### src/rtl/pipe_pkg.sv
// Shared pipeline types and constants: datapath widths, forwarding selects,
// and the MEM/WB control bundle carried through the EX/MEM register.
package pipe_pkg;

    localparam int unsigned DW = 32;
    localparam int unsigned RW = 5;

    localparam logic [1:0] FWD_RF    = 2'b00;
    localparam logic [1:0] FWD_EXMEM = 2'b01;
    localparam logic [1:0] FWD_MEMWB = 2'b10;

    typedef struct packed {
        logic reg_write;
        logic mem_read;
        logic mem_write;
        logic mem_to_reg;
    } mem_ctrl_t;

    // An invalid instruction must travel as a bubble: all control bits cleared.
    function automatic mem_ctrl_t gate_ctrl(input mem_ctrl_t c, input logic en);
        mem_ctrl_t g;
        g.reg_write  = c.reg_write  & en;
        g.mem_read   = c.mem_read   & en;
        g.mem_write  = c.mem_write  & en;
        g.mem_to_reg = c.mem_to_reg & en;
        return g;
    endfunction

endpackage

### src/rtl/ex_mem_stage_if.sv
// EX/MEM stage bus: EX-side payload and hazard inputs in, registered MEM-side
// payload, forwarding selects and overflow-trap status out.
interface ex_mem_stage_if;
    import pipe_pkg::*;

    logic          stall;
    logic          flush;

    logic          ex_valid;
    logic [DW-1:0] ex_pc;
    logic [DW-1:0] ex_result;
    logic          ex_ovf;
    logic [DW-1:0] ex_store_data;
    logic [RW-1:0] ex_rd;
    logic          ex_reg_write;
    logic          ex_mem_read;
    logic          ex_mem_write;
    logic          ex_mem_to_reg;

    logic [RW-1:0] idex_rs;
    logic [RW-1:0] idex_rt;
    logic [RW-1:0] wb_rd;
    logic          wb_reg_write;

    logic          mem_valid;
    logic [DW-1:0] mem_pc;
    logic [DW-1:0] mem_result;
    logic [DW-1:0] mem_store_data;
    logic [RW-1:0] mem_rd;
    logic          mem_reg_write;
    logic          mem_mem_read;
    logic          mem_mem_write;
    logic          mem_mem_to_reg;

    logic [1:0]    fwd_a_sel;
    logic [1:0]    fwd_b_sel;

    logic          ovf_pulse;
    logic          ovf_sticky;
    logic [DW-1:0] epc;

    modport master (
        output stall, flush,
        output ex_valid, ex_pc, ex_result, ex_ovf, ex_store_data, ex_rd,
        output ex_reg_write, ex_mem_read, ex_mem_write, ex_mem_to_reg,
        output idex_rs, idex_rt, wb_rd, wb_reg_write,
        input  mem_valid, mem_pc, mem_result, mem_store_data, mem_rd,
        input  mem_reg_write, mem_mem_read, mem_mem_write, mem_mem_to_reg,
        input  fwd_a_sel, fwd_b_sel,
        input  ovf_pulse, ovf_sticky, epc
    );

    modport slave (
        input  stall, flush,
        input  ex_valid, ex_pc, ex_result, ex_ovf, ex_store_data, ex_rd,
        input  ex_reg_write, ex_mem_read, ex_mem_write, ex_mem_to_reg,
        input  idex_rs, idex_rt, wb_rd, wb_reg_write,
        output mem_valid, mem_pc, mem_result, mem_store_data, mem_rd,
        output mem_reg_write, mem_mem_read, mem_mem_write, mem_mem_to_reg,
        output fwd_a_sel, fwd_b_sel,
        output ovf_pulse, ovf_sticky, epc
    );

endinterface

### src/rtl/fwd_unit.sv
// Combinational ALU operand forwarding select; EX/MEM beats MEM/WB and $0
// is never a forwarding source.
module fwd_unit
    import pipe_pkg::*;
(
    input  logic          mem_reg_write,
    input  logic [RW-1:0] mem_rd,
    input  logic          wb_reg_write,
    input  logic [RW-1:0] wb_rd,
    input  logic [RW-1:0] rs,
    input  logic [RW-1:0] rt,
    output logic [1:0]    fwd_a_sel,
    output logic [1:0]    fwd_b_sel
);

    function automatic logic [1:0] pick(input logic [RW-1:0] src,
                                        input logic          m_we,
                                        input logic [RW-1:0] m_rd,
                                        input logic          w_we,
                                        input logic [RW-1:0] w_rd);
        logic [1:0] sel;
        sel = FWD_RF;
        if (m_we && (m_rd != '0) && (m_rd == src)) begin
            sel = FWD_EXMEM;
        end else if (w_we && (w_rd != '0) && (w_rd == src)) begin
            sel = FWD_MEMWB;
        end
        return sel;
    endfunction

    always_comb begin
        fwd_a_sel = pick(rs, mem_reg_write, mem_rd, wb_reg_write, wb_rd);
        fwd_b_sel = pick(rt, mem_reg_write, mem_rd, wb_reg_write, wb_rd);
    end

endmodule

### src/rtl/ex_mem_stage.sv
// EX/MEM pipeline register with operand forwarding and overflow squash.
// Overflow trap (squash, pulse, sticky flag, EPC) enabled by EX_MEM_OVF_TRAP_EN.
module ex_mem_stage
    import pipe_pkg::*;
(
    input  logic          clk,
    input  logic          rst,
    ex_mem_stage_if.slave bus
);

    logic          valid_q;
    logic [DW-1:0] pc_q;
    logic [DW-1:0] result_q;
    logic [DW-1:0] store_data_q;
    logic [RW-1:0] rd_q;
    mem_ctrl_t     ctrl_q;

    mem_ctrl_t     ex_ctrl;
    mem_ctrl_t     ld_ctrl;
    logic          load_en;

    assign load_en = !bus.flush && !bus.stall;

`ifdef EX_MEM_OVF_TRAP_EN
    logic          ovf_hit;
    logic          pulse_q;
    logic          sticky_q;
    logic [DW-1:0] epc_q;

    assign ovf_hit = bus.ex_valid & bus.ex_ovf;
`else
    logic          unused_ovf;

    assign unused_ovf = bus.ex_ovf;
`endif

    // Control to be loaded: bubble when invalid, squashed on overflow.
    always_comb begin
        ex_ctrl.reg_write  = bus.ex_reg_write;
        ex_ctrl.mem_read   = bus.ex_mem_read;
        ex_ctrl.mem_write  = bus.ex_mem_write;
        ex_ctrl.mem_to_reg = bus.ex_mem_to_reg;
        ld_ctrl = gate_ctrl(ex_ctrl, bus.ex_valid);
`ifdef EX_MEM_OVF_TRAP_EN
        if (ovf_hit) begin
            ld_ctrl.reg_write = 1'b0;
            ld_ctrl.mem_read  = 1'b0;
            ld_ctrl.mem_write = 1'b0;
        end
`endif
    end

    // Stage register; flush only clears the fields that make it a bubble.
    always_ff @(posedge clk) begin
        if (rst) begin
            valid_q      <= 1'b0;
            pc_q         <= '0;
            result_q     <= '0;
            store_data_q <= '0;
            rd_q         <= '0;
            ctrl_q       <= '0;
        end else if (bus.flush) begin
            valid_q <= 1'b0;
            rd_q    <= '0;
            ctrl_q  <= '0;
        end else if (!bus.stall) begin
            valid_q      <= bus.ex_valid;
            pc_q         <= bus.ex_pc;
            result_q     <= bus.ex_result;
            store_data_q <= bus.ex_store_data;
            rd_q         <= bus.ex_rd;
            ctrl_q       <= ld_ctrl;
        end
    end

`ifdef EX_MEM_OVF_TRAP_EN
    // Trap status: pulse only on the loading edge, EPC latched on first overflow.
    always_ff @(posedge clk) begin
        if (rst) begin
            pulse_q  <= 1'b0;
            sticky_q <= 1'b0;
            epc_q    <= '0;
        end else begin
            pulse_q <= 1'b0;
            if (load_en && ovf_hit) begin
                pulse_q  <= 1'b1;
                sticky_q <= 1'b1;
                if (!sticky_q) begin
                    epc_q <= bus.ex_pc;
                end
            end
        end
    end

    assign bus.ovf_pulse  = pulse_q;
    assign bus.ovf_sticky = sticky_q;
    assign bus.epc        = epc_q;
`else
    logic unused_load_en;

    assign unused_load_en = load_en;
    assign bus.ovf_pulse  = 1'b0;
    assign bus.ovf_sticky = 1'b0;
    assign bus.epc        = '0;
`endif

    assign bus.mem_valid      = valid_q;
    assign bus.mem_pc         = pc_q;
    assign bus.mem_result     = result_q;
    assign bus.mem_store_data = store_data_q;
    assign bus.mem_rd         = rd_q;
    assign bus.mem_reg_write  = ctrl_q.reg_write;
    assign bus.mem_mem_read   = ctrl_q.mem_read;
    assign bus.mem_mem_write  = ctrl_q.mem_write;
    assign bus.mem_mem_to_reg = ctrl_q.mem_to_reg;

    fwd_unit u_fwd (
        .mem_reg_write (ctrl_q.reg_write),
        .mem_rd        (rd_q),
        .wb_reg_write  (bus.wb_reg_write),
        .wb_rd         (bus.wb_rd),
        .rs            (bus.idex_rs),
        .rt            (bus.idex_rt),
        .fwd_a_sel     (bus.fwd_a_sel),
        .fwd_b_sel     (bus.fwd_b_sel)
    );

endmodule

### src/flat_wrapper.sv
// flat-port wrapper written by rule: the top's interface ports become plain ports
module ex_mem_stage_flat import pipe_pkg::*;
  (clk, rst, bus_stall, bus_flush, bus_ex_valid, bus_ex_pc, bus_ex_result, bus_ex_ovf, bus_ex_store_data, bus_ex_rd, bus_ex_reg_write, bus_ex_mem_read, bus_ex_mem_write, bus_ex_mem_to_reg, bus_idex_rs, bus_idex_rt, bus_wb_rd, bus_wb_reg_write, bus_mem_valid, bus_mem_pc, bus_mem_result, bus_mem_store_data, bus_mem_rd, bus_mem_reg_write, bus_mem_mem_read, bus_mem_mem_write, bus_mem_mem_to_reg, bus_fwd_a_sel, bus_fwd_b_sel, bus_ovf_pulse, bus_ovf_sticky, bus_epc);
  ex_mem_stage_if bus_i ();
  input  logic clk;
  input  logic rst;
  input wire logic [$bits(bus_i.stall)-1:0] bus_stall;
  input wire logic [$bits(bus_i.flush)-1:0] bus_flush;
  input wire logic [$bits(bus_i.ex_valid)-1:0] bus_ex_valid;
  input wire logic [$bits(bus_i.ex_pc)-1:0] bus_ex_pc;
  input wire logic [$bits(bus_i.ex_result)-1:0] bus_ex_result;
  input wire logic [$bits(bus_i.ex_ovf)-1:0] bus_ex_ovf;
  input wire logic [$bits(bus_i.ex_store_data)-1:0] bus_ex_store_data;
  input wire logic [$bits(bus_i.ex_rd)-1:0] bus_ex_rd;
  input wire logic [$bits(bus_i.ex_reg_write)-1:0] bus_ex_reg_write;
  input wire logic [$bits(bus_i.ex_mem_read)-1:0] bus_ex_mem_read;
  input wire logic [$bits(bus_i.ex_mem_write)-1:0] bus_ex_mem_write;
  input wire logic [$bits(bus_i.ex_mem_to_reg)-1:0] bus_ex_mem_to_reg;
  input wire logic [$bits(bus_i.idex_rs)-1:0] bus_idex_rs;
  input wire logic [$bits(bus_i.idex_rt)-1:0] bus_idex_rt;
  input wire logic [$bits(bus_i.wb_rd)-1:0] bus_wb_rd;
  input wire logic [$bits(bus_i.wb_reg_write)-1:0] bus_wb_reg_write;
  output wire logic [$bits(bus_i.mem_valid)-1:0] bus_mem_valid;
  output wire logic [$bits(bus_i.mem_pc)-1:0] bus_mem_pc;
  output wire logic [$bits(bus_i.mem_result)-1:0] bus_mem_result;
  output wire logic [$bits(bus_i.mem_store_data)-1:0] bus_mem_store_data;
  output wire logic [$bits(bus_i.mem_rd)-1:0] bus_mem_rd;
  output wire logic [$bits(bus_i.mem_reg_write)-1:0] bus_mem_reg_write;
  output wire logic [$bits(bus_i.mem_mem_read)-1:0] bus_mem_mem_read;
  output wire logic [$bits(bus_i.mem_mem_write)-1:0] bus_mem_mem_write;
  output wire logic [$bits(bus_i.mem_mem_to_reg)-1:0] bus_mem_mem_to_reg;
  output wire logic [$bits(bus_i.fwd_a_sel)-1:0] bus_fwd_a_sel;
  output wire logic [$bits(bus_i.fwd_b_sel)-1:0] bus_fwd_b_sel;
  output wire logic [$bits(bus_i.ovf_pulse)-1:0] bus_ovf_pulse;
  output wire logic [$bits(bus_i.ovf_sticky)-1:0] bus_ovf_sticky;
  output wire logic [$bits(bus_i.epc)-1:0] bus_epc;
  assign bus_i.stall = bus_stall;
  assign bus_i.flush = bus_flush;
  assign bus_i.ex_valid = bus_ex_valid;
  assign bus_i.ex_pc = bus_ex_pc;
  assign bus_i.ex_result = bus_ex_result;
  assign bus_i.ex_ovf = bus_ex_ovf;
  assign bus_i.ex_store_data = bus_ex_store_data;
  assign bus_i.ex_rd = bus_ex_rd;
  assign bus_i.ex_reg_write = bus_ex_reg_write;
  assign bus_i.ex_mem_read = bus_ex_mem_read;
  assign bus_i.ex_mem_write = bus_ex_mem_write;
  assign bus_i.ex_mem_to_reg = bus_ex_mem_to_reg;
  assign bus_i.idex_rs = bus_idex_rs;
  assign bus_i.idex_rt = bus_idex_rt;
  assign bus_i.wb_rd = bus_wb_rd;
  assign bus_i.wb_reg_write = bus_wb_reg_write;
  assign bus_mem_valid = bus_i.mem_valid;
  assign bus_mem_pc = bus_i.mem_pc;
  assign bus_mem_result = bus_i.mem_result;
  assign bus_mem_store_data = bus_i.mem_store_data;
  assign bus_mem_rd = bus_i.mem_rd;
  assign bus_mem_reg_write = bus_i.mem_reg_write;
  assign bus_mem_mem_read = bus_i.mem_mem_read;
  assign bus_mem_mem_write = bus_i.mem_mem_write;
  assign bus_mem_mem_to_reg = bus_i.mem_mem_to_reg;
  assign bus_fwd_a_sel = bus_i.fwd_a_sel;
  assign bus_fwd_b_sel = bus_i.fwd_b_sel;
  assign bus_ovf_pulse = bus_i.ovf_pulse;
  assign bus_ovf_sticky = bus_i.ovf_sticky;
  assign bus_epc = bus_i.epc;
  ex_mem_stage u_core (.clk(clk), .rst(rst), .bus(bus_i));
endmodule
### config.mk
export PLATFORM = sky130hd
export DESIGN_NAME = ex_mem_stage_flat
export DESIGN_NICKNAME = d
export VERILOG_FILES = /design/src/rtl/pipe_pkg.sv /design/src/rtl/ex_mem_stage_if.sv /design/src/rtl/fwd_unit.sv /design/src/rtl/ex_mem_stage.sv /design/src/flat_wrapper.sv
export SDC_FILE = /design/constraint.sdc
export NUM_CORES = 1
export LEC_CHECK = 0
export CAP_MARGIN = 40
export CORE_ASPECT_RATIO = 1.5
export CORE_MARGIN = 5
export CORE_UTILIZATION = 40
export CTS_CLUSTER_SIZE = 16
export DETAILED_ROUTE_END_ITERATION = 12
export DONT_BUFFER_PORTS = 1
export SLEW_MARGIN = 30
export SYNTH_ARGS = -nofsm -noshare
export SYNTH_HDL_FRONTEND = slang
export SYNTH_SLANG_ARGS = --single-unit
### constraint.sdc
create_clock -name clk -period 1.9 [get_ports clk]
set_input_delay 0 -clock clk [delete_from_list [all_inputs] [get_ports clk]]
set_output_delay 0 -clock clk [all_outputs]
set_load 0.01 [all_outputs]
==> key figures, run 1 <==
Outcome
  • Status: did not finish
  • Failing step: clock tree synthesis (4_1_cts)
  • Halt Reason: [ERROR RSZ-0060] Max buffer count reached.

Placed design
  • Port bufs: 0
  • Post-DP HPWL: 7550 um
  • Placer Congestion: 0.786

Synth
  • Post-synth EDFFs: 0
  • Ys Warns: 0
  • Synthesized area: around 0.004 mm^2
  • Syn_area_per_cell: between 7 and 8 um^2
  • Synthesis-stage register bit count: about 110
  • Synth area leader: dfxtp_1
  • Top_reg_cell synth: dfxtp_1
  • Synth async-reset ratio: 0%
  • Seq/Total Area, Yosys: 51.5%
  • Mapped Cells: 521
  • Synth cell types: 20
  • Area contributors post-synth: dfxtp_1, nand2_1, a21oi_1, buf_4, xnor2_1
  • Most frequent cell after synthesis: nand2_1
  • Area fraction of the dominant cell type after synthesis: 51.5%
  • Synth cell count leaders: nand2_1, dfxtp_1, a21oi_1

Clock tree
  • TritonCTS buffer count: 9
  • Num Clock Sinks: 106
  • H-tree levels: 3
  • # hold bufs at CTS: 126
  • Setup Buffers After CTS: 0
  • Clk buf depth: 2
  • Clk root buf: clkbuf_16
  • CTS resizes: 2

Floorplanning
  • Top Ports: 271
  • Die Ht: 134 um
  • Starting Density: 40.9%
  • Die Wd: slightly above 90 um
  • Rows: 45
==> stage by stage <==
stage	setup WS (ps)	std cells	util [%]	area [um^2]	hold WS (ps)
3_3_place_gp	304	612	40.6	4090	77.0
2_1_floorplan	300	554	-	4240	109
3_5_place_dp	289	612	40.6	4090	78.0
==> kinds of logic after synthesis <==
kind of cell	synth area share, %
muxes	1.22
DFF	51.5
buffers and inverters	9.45
other	0.0910
xor gates and xnor gates	4.25
and+or+nand+nor	20.7
AOI/OAI and AO/OA	12.7
==> run 2, diff against run 1 <==
--- a/config.mk
+++ b/config.mk
@@ -6,12 +6,11 @@
 export NUM_CORES = 1
 export LEC_CHECK = 0
 export CAP_MARGIN = 40
-export CORE_ASPECT_RATIO = 1.5
 export CORE_MARGIN = 5
-export CORE_UTILIZATION = 40
-export CTS_CLUSTER_SIZE = 16
+export CORE_UTILIZATION = 25
 export DETAILED_ROUTE_END_ITERATION = 12
 export DONT_BUFFER_PORTS = 1
+export PLACE_DENSITY_LB_ADDON = 0.15
 export SLEW_MARGIN = 30
 export SYNTH_ARGS = -nofsm -noshare
 export SYNTH_HDL_FRONTEND = slang
==> key figures, run 2 <==
Clock tree
  • TritonCTS buffer count: 9 (unchanged)
  • H-tree levels: 3 (unchanged)
  • Num Clock Sinks: 106 (unchanged)
  • Clk_lat worst skew: between 300 and 400 ps
  • Worst-path clk slew: 70 ps
  • Setup Buffers After CTS: 0 (unchanged)
  • Clk root buf: clkbuf_16
  • Clk buf depth: 2 (unchanged)
  • CTS tree: built

Floorplanning
  • Placeable Area: 0.0163 mm^2
  • Rows: 47 (+4.4%)
  • Top Ports: 271 (unchanged)
  • Starting Density: 25.2% (-16 points)
  • Die area: 0.0191 mm^2
  • Die Wd: 138 um (+49%)
  • Die Ht: 138 um (+3.0%)

Final layout
  • Layout area overhead: 40.9%
  • Fillers: between 1500 and 2000
  • Most common cell after layout, fill and taps aside: nand2_1
  • ANT cells: 0
  • Share of layout cells above drive strength 1: ~5.7%
  • Utilization after layout: approximately 35%
  • Final nets: 757
  • Most frequent cells in the layout: nand2_1, dlygate4sd3_1, dfxtp_1, a21oi_1, conb_1

Pwr
  • Maximum vdd drop: just under 400 uV
  • Lkg Pwr: 2.18 nW
  • Pwr/cell area: 833 mW/mm^2

Critical path
  • Highest cell delay on the worst timing path: around 530 ps
  • Critical path launch point type: flop
  • Setup CP Type: flop to primary output
  • Crit path top cell by count: nor4_1
  • CP top delay family: simple AND/OR/NAND/NOR gates
  • Crit path arrival time: 1920 ps
  • WP buf/inv: 1
  • Crit path max fanout: 5
  • Required time worst endpoint: 1900 ps
  • Crit path capture type: primary output
  • Slowest-stage cell, CP: or4_4
  • Cells along the critical path: or4_4 -> o21ai_4 -> nor4_1 -> nor4_1 -> buf_4

Min path
  • Hold WC Path Type: input pin to flop

Global route
  • Initial antenna violation count: 0
  • Remaining Overflow, GRT: 0
  • Total GRT Usage: 13.3%
  • First-pass GRT wire length: 20700 um
  • Largest net degree at the start of global routing: 97
  • Vias in the first global route: approximately 3700

STA
  • Final period utilization: 101%
  • Least-Margin Pin Slew: 629 ps
  • Final worst setup slack: -17.8 ps
  • Final setup fails: 2
  • Rel. slew slack: 58.1%
  • Clock Skews: 0 ps
  • Hold Vio Cnt, Final: 0
  • Fmax: 521 MHz
  • Pins Over Slew Limit: 0
  • Unrepaired setup endpoints after global routing: true
  • Post-route minimum period: 1920 ps

Synth
  • Synthesized area: 0.00412 mm^2 (unchanged)
  • Synth cell count leaders: nand2_1, dfxtp_1, a21oi_1
  • Synthesis-stage register bit count: 106 (unchanged)
  • Post-synthesis xor/xnor area fraction: 4.25% (unchanged)
  • Synth async-reset ratio: 0% (unchanged)
  • Ys Warns: 0 (unchanged)
  • Post-synth EDFFs: 0 (unchanged)
  • Seq/Total Area, Yosys: 51.5% (unchanged)
  • Area contributors post-synth: dfxtp_1, nand2_1, a21oi_1, buf_4, xnor2_1
  • Synth cell types: 20 (unchanged)
  • Post-synthesis compound-gate area fraction: 12.7% (unchanged)
  • Top_reg_cell synth: dfxtp_1
  • Post-synthesis simple-gate area fraction: 20.7% (unchanged)
  • Most frequent cell after synthesis: nand2_1
  • Syn_area_per_cell: 7.91 um^2 (unchanged)
  • Synth area leader: dfxtp_1
  • Largest family of logic cells by synthesized area: simple AND/OR/NAND/NOR gates
  • Mux contribution to synthesized area: 1.22% (unchanged)
  • Area fraction of the dominant cell type after synthesis: 51.5% (unchanged)
  • Mapped Cells: 521 (unchanged)
  • Adder-Cell Fraction of Synth Area: 0% (unchanged)

Drt
  • Total Wirelength: 13100 um
  • Via/cell ratio: 4.35
  • Routed Antenna Nets: 0
  • First-pass DRT Iterations: 4
  • DRT iter0 DRCs: 114
  • Routed length per instance: roughly 15 um
  • DR vias: 3714
  • DRC: 0

Placed design
  • Placer Congestion: 0.920 (+17%)
  • Port bufs: 0 (unchanged)
  • Post-DP HPWL: 8900 um (+18%)
  • Pre-CTS WS: 257 ps (-31.8 ps)

Outcome
  • Status: complete, but fails checks
  • Failing checks: negative setup slack

Flow run
  • MaxCap Viol Count: 0
## run 2: cell type report
| type | instances | area, um^2 | share of cell area [%] |
|---|---|---|---|
| repair buffers | 133 | 1340 | 23.1 |
| multi-input cells | 380 | 1760 | 30.4 |
| flip-flops and latches | 106 | 2130 | 36.7 |
| clock buffers | 11 | 243 | 4.18 |
| clock inverters | 4 | 51.3 | 0.884 |
| well taps | 220 | 275 | 4.74 |
## run 2: kinds of logic (layout without fill, tap and decap cells)
group           count (synthesis)  count (layout)
xor+xnor                       20              20
mux                             5               5
flops                         106             106
simple gates                  219             219
other cells                     1              34
compound gates                102             102
buf+inv                        68             148
## run 2: through the flow
stage	cells	cell area [um^2]	TNS (ps)	power [W]	hold slack, ps
final	854	5800	-29.8	0.00483	24.1
after floorplan	554	4240	0	0.00279	109
after global routing	854	5800	-154	0.00510	81.2
after detailed placement	715	4220	0	0.00279	87.4
after CTS	856	5790	-52.5	0.00494	64.3
after global placement	715	4220	0	0.00278	85.2
## run 2: worst paths after layout
kind	startpoint	to	slack (ps)	cells after the start
worst max-delay path	u_core.bus.mem_rd[2]	bus_fwd_b_sel[1]	-20	5
worst min-delay path	rst	u_core.bus.mem_result[9]	20	2
worst max register to register	u_core.bus.mem_rd[3]	u_core.bus.mem_rd[3]	60	4
worst min register to register	u_core.bus.mem_result[23]	u_core.bus.mem_result[23]	510	2
## run 2: routing by layer
metal  routed length, um  up-vias  track usage (%)  part of all wire, %
met2                6440      193             23.4                   49
met3                1510       21             6.35                   12
met5                   0        -                0                    0
li1                    -     1824                -                    -
met4                 323        0             5.67                  2.5
met1                4790     1676             13.5                   37
## run 2: power by group
group | total [W] | switching (W) | internal [W]
registers | 0.00245 | 0.000125 | 0.00232
logic | 0.000535 | 0.000256 | 0.000278
clock network | 0.00185 | 0.000800 | 0.00105
## run 2: repair_timing
| item | CTS | global route |
|---|---|---|
| hold buffers | 126 | 0 |
| gates resized for setup | 2 | 8 |
| pin swaps | 2 | 0 |
| endpoints found under the hold margin | 106 | 0 |
| endpoints found under the setup margin | 2 | 7 |
Power figures use the tool's default switching activity.
==> run 3, diff against run 2 <==
--- a/config.mk
+++ b/config.mk
@@ -15,3 +15,4 @@
 export SYNTH_ARGS = -nofsm -noshare
 export SYNTH_HDL_FRONTEND = slang
 export SYNTH_SLANG_ARGS = --single-unit
+export TNS_END_PERCENT = 30
==> key figures, run 3 (synthesis gave the netlist of run 2 again) <==
Global route
  • First-pass GRT wire length: 20700 um (unchanged)
  • Largest net degree at the start of global routing: 97 (unchanged)
  • Remaining Overflow, GRT: 0 (unchanged)
  • Vias in the first global route: 3749 (unchanged)
  • Initial antenna violation count: 0 (unchanged)
  • Total GRT Usage: 13.3% (unchanged)

STA
  • Fmax: 500 MHz (-4.2%)
  • Pins Over Slew Limit: 0 (unchanged)
  • Post-route minimum period: 2000 ps (+83.6 ps)
  • Least-Margin Pin Slew: 626 ps (-2.89 ps)
  • Fin Setup TNS: -115 ps (-85.2 ps)
  • Final worst setup slack: -101 ps (-83.6 ps)
  • Final setup fails: 2 (unchanged)
  • Hold Vio Cnt, Final: 0 (unchanged)
  • Final hold slack: 28.2 ps (+4.15 ps)
  • Final period utilization: 105% (+4.4 points)
  • Unrepaired setup endpoints after global routing: true
  • Rel. slew slack: 58.3% (+0.19 points)
  • Clock Skews: 0 ps (unchanged)

Critical path
  • Slowest-stage cell, CP: or4_4
  • Cells along the critical path: or4_4 -> o21ai_4 -> nor4_1 -> nor4_1 -> buf_4
  • Crit path top cell by count: nor4_1
  • Highest cell delay on the worst timing path: 530 ps (about the same)
  • Crit path max fanout: 5 (unchanged)
  • Crit path arrival time: 2000 ps (+80 ps)
  • Setup CP Type: flop to primary output
  • Critical path launch point type: flop
  • CP top delay family: simple AND/OR/NAND/NOR gates
  • Crit path capture type: primary output
  • Required time worst endpoint: 1900 ps (about the same)
  • WP buf/inv: 1 (unchanged)

Drt
  • Total Wirelength: 13100 um (+0.40%)
  • Via/cell ratio: 4.34 (-0.23%)
  • DRC: 0 (unchanged)
  • Routed Antenna Nets: 0 (unchanged)
  • DRT iter0 DRCs: 121 (+6.1%)
  • Routed length per instance: 15.3 um (+0.16%)
  • First-pass DRT Iterations: 4 (unchanged)
  • DR vias: 3714 (unchanged)

Placed design
  • Post-DP HPWL: 8900 um (unchanged)
  • Placer Congestion: 0.920 (unchanged)
  • Port bufs: 0 (unchanged)
  • Area after DPL: 0.00422 mm^2 (unchanged)
  • Placed insts: 715 (unchanged)

Floorplanning
  • Placeable Area: 0.0163 mm^2 (unchanged)
  • Top Ports: 271 (unchanged)
  • Starting Density: 25.2% (unchanged)
  • Die Ht: 138 um (unchanged)
  • Rows: 47 (unchanged)
  • Die Wd: 138 um (unchanged)
  • Die area: 0.0191 mm^2 (unchanged)

Pwr
  • Clk pwr share: 38.3% (about the same)
  • Pwr/cell area: 830 mW/mm^2 (-0.32%)
  • Lkg Pwr: 2.19 nW (+0.72%)
  • Switching part of the total: 24.4% (about the same)
  • Comb power frac: 11.1% (about the same)
  • Internal power: 0.00366 W (+0.10%)
  • P_sw: 0.00118 W (+0.13%)
  • Maximum vdd drop: 388 uV (about the same)
  • Sequential Power Share: 50.5% (about the same)

Outcome
  • Failing checks: negative setup slack
  • Status: complete, but fails checks

Clock tree
  • Clk buf depth: 2 (unchanged)
  • Num Clock Sinks: 106 (unchanged)
  • TritonCTS buffer count: 9 (unchanged)
  • Clk_lat worst skew: 330 ps (about the same)
  • H-tree levels: 3 (unchanged)
  • CTS tree: built
  • Worst-path clk slew: 70 ps (about the same)
  • Setup Buffers After CTS: 0 (unchanged)
  • Clk root buf: clkbuf_16

Final layout
  • ANT cells: 0 (unchanged)
  • Final nets: 759 (+0.26%)
  • Layout area overhead: 41.5%
  • Fillers: 1693 (-0.24%)
  • Final Non-Filler Cells: 856 (+0.23%)
  • Fin area: 0.00583 mm^2 (+0.43%)
  • Utilization after layout: 35.6% (+0.15 points)
  • Most common cell after layout, fill and taps aside: nand2_1
  • Share of layout cells above drive strength 1: 5.66% (-0.018 points)
  • Most frequent cells in the layout: nand2_1, dlygate4sd3_1, dfxtp_1, a21oi_1, conb_1

Min path
  • Hold WC Path Type: input pin to flop

Flow run
  • MaxCap Viol Count: 0 (unchanged)
run 3: path summary, 6_finish.rpt:
path / start / end / slack, ps / depth (start not counted)
hold / removal: rst / u_core.bus.mem_store_data[14] / 30 / 2
setup / recovery: u_core.bus.mem_rd[2] / bus_fwd_b_sel[1] / -100 / 5
setup reg to reg: u_core.bus.mem_rd[3] / u_core.bus.mem_rd[3] / 60 / 4
hold reg to reg: u_core.bus.mem_result[23] / u_core.bus.mem_result[23] / 510 / 2
run 3: worst reg2reg max path, delay by kind of cell, from the launching register on:
family / cells / cell delay, ps
simple gates: 1 / 40
buf+inv: 2 / 1140
flops: 1 / 370
mux: 1 / 170
run 3: routing by layer:
metal | routed length [um] | up-vias | track usage [%]
met5 | 0 | - | 0
met4 | 323 | 0 | 5.67
met3 | 1450 | 21 | 6.35
met2 | 6490 | 188 | 23.4
met1 | 4860 | 1678 | 13.5
li1 | - | 1827 | -
run 3: repair_timing:
action                     4_1_cts  5_1_grt
hold buffers                   126        0
setup endpoints to repair        2        7
pin swaps                        2        0
hold endpoints to repair       106        0
resized for setup                2       10
run 3: final cells by class:
class,count,area (um^2),share of cell area (%)
sequential,106,2130,36.6
multi-input combinational,380,1760,30.3
timing repair buffer,135,1360,23.4
tap,220,275,4.72
clock buffer,11,243,4.16
clock inverter,4,51.3,0.880
run 3: through the flow:
stage | setup slack (ps) | total power [W]
after floorplan | 300 | 0.00279
after global placement | 310 | 0.00278
after global routing | -106 | 0.00510
after detailed placement | 257 | 0.00279
final | -101 | 0.00484
after CTS | -39.0 | 0.00494
run 3: power groups by stage:
stage | clock network [W] | logic [W] | registers, W
after floorplan | 0 | 0.000321 | 0.00247
after global placement | 0 | 0.000280 | 0.00250
after detailed placement | 0 | 0.000290 | 0.00250
after CTS | 0.00196 | 0.000532 | 0.00245
after global routing | 0.00204 | 0.000602 | 0.00246
final | 0.00185 | 0.000540 | 0.00245
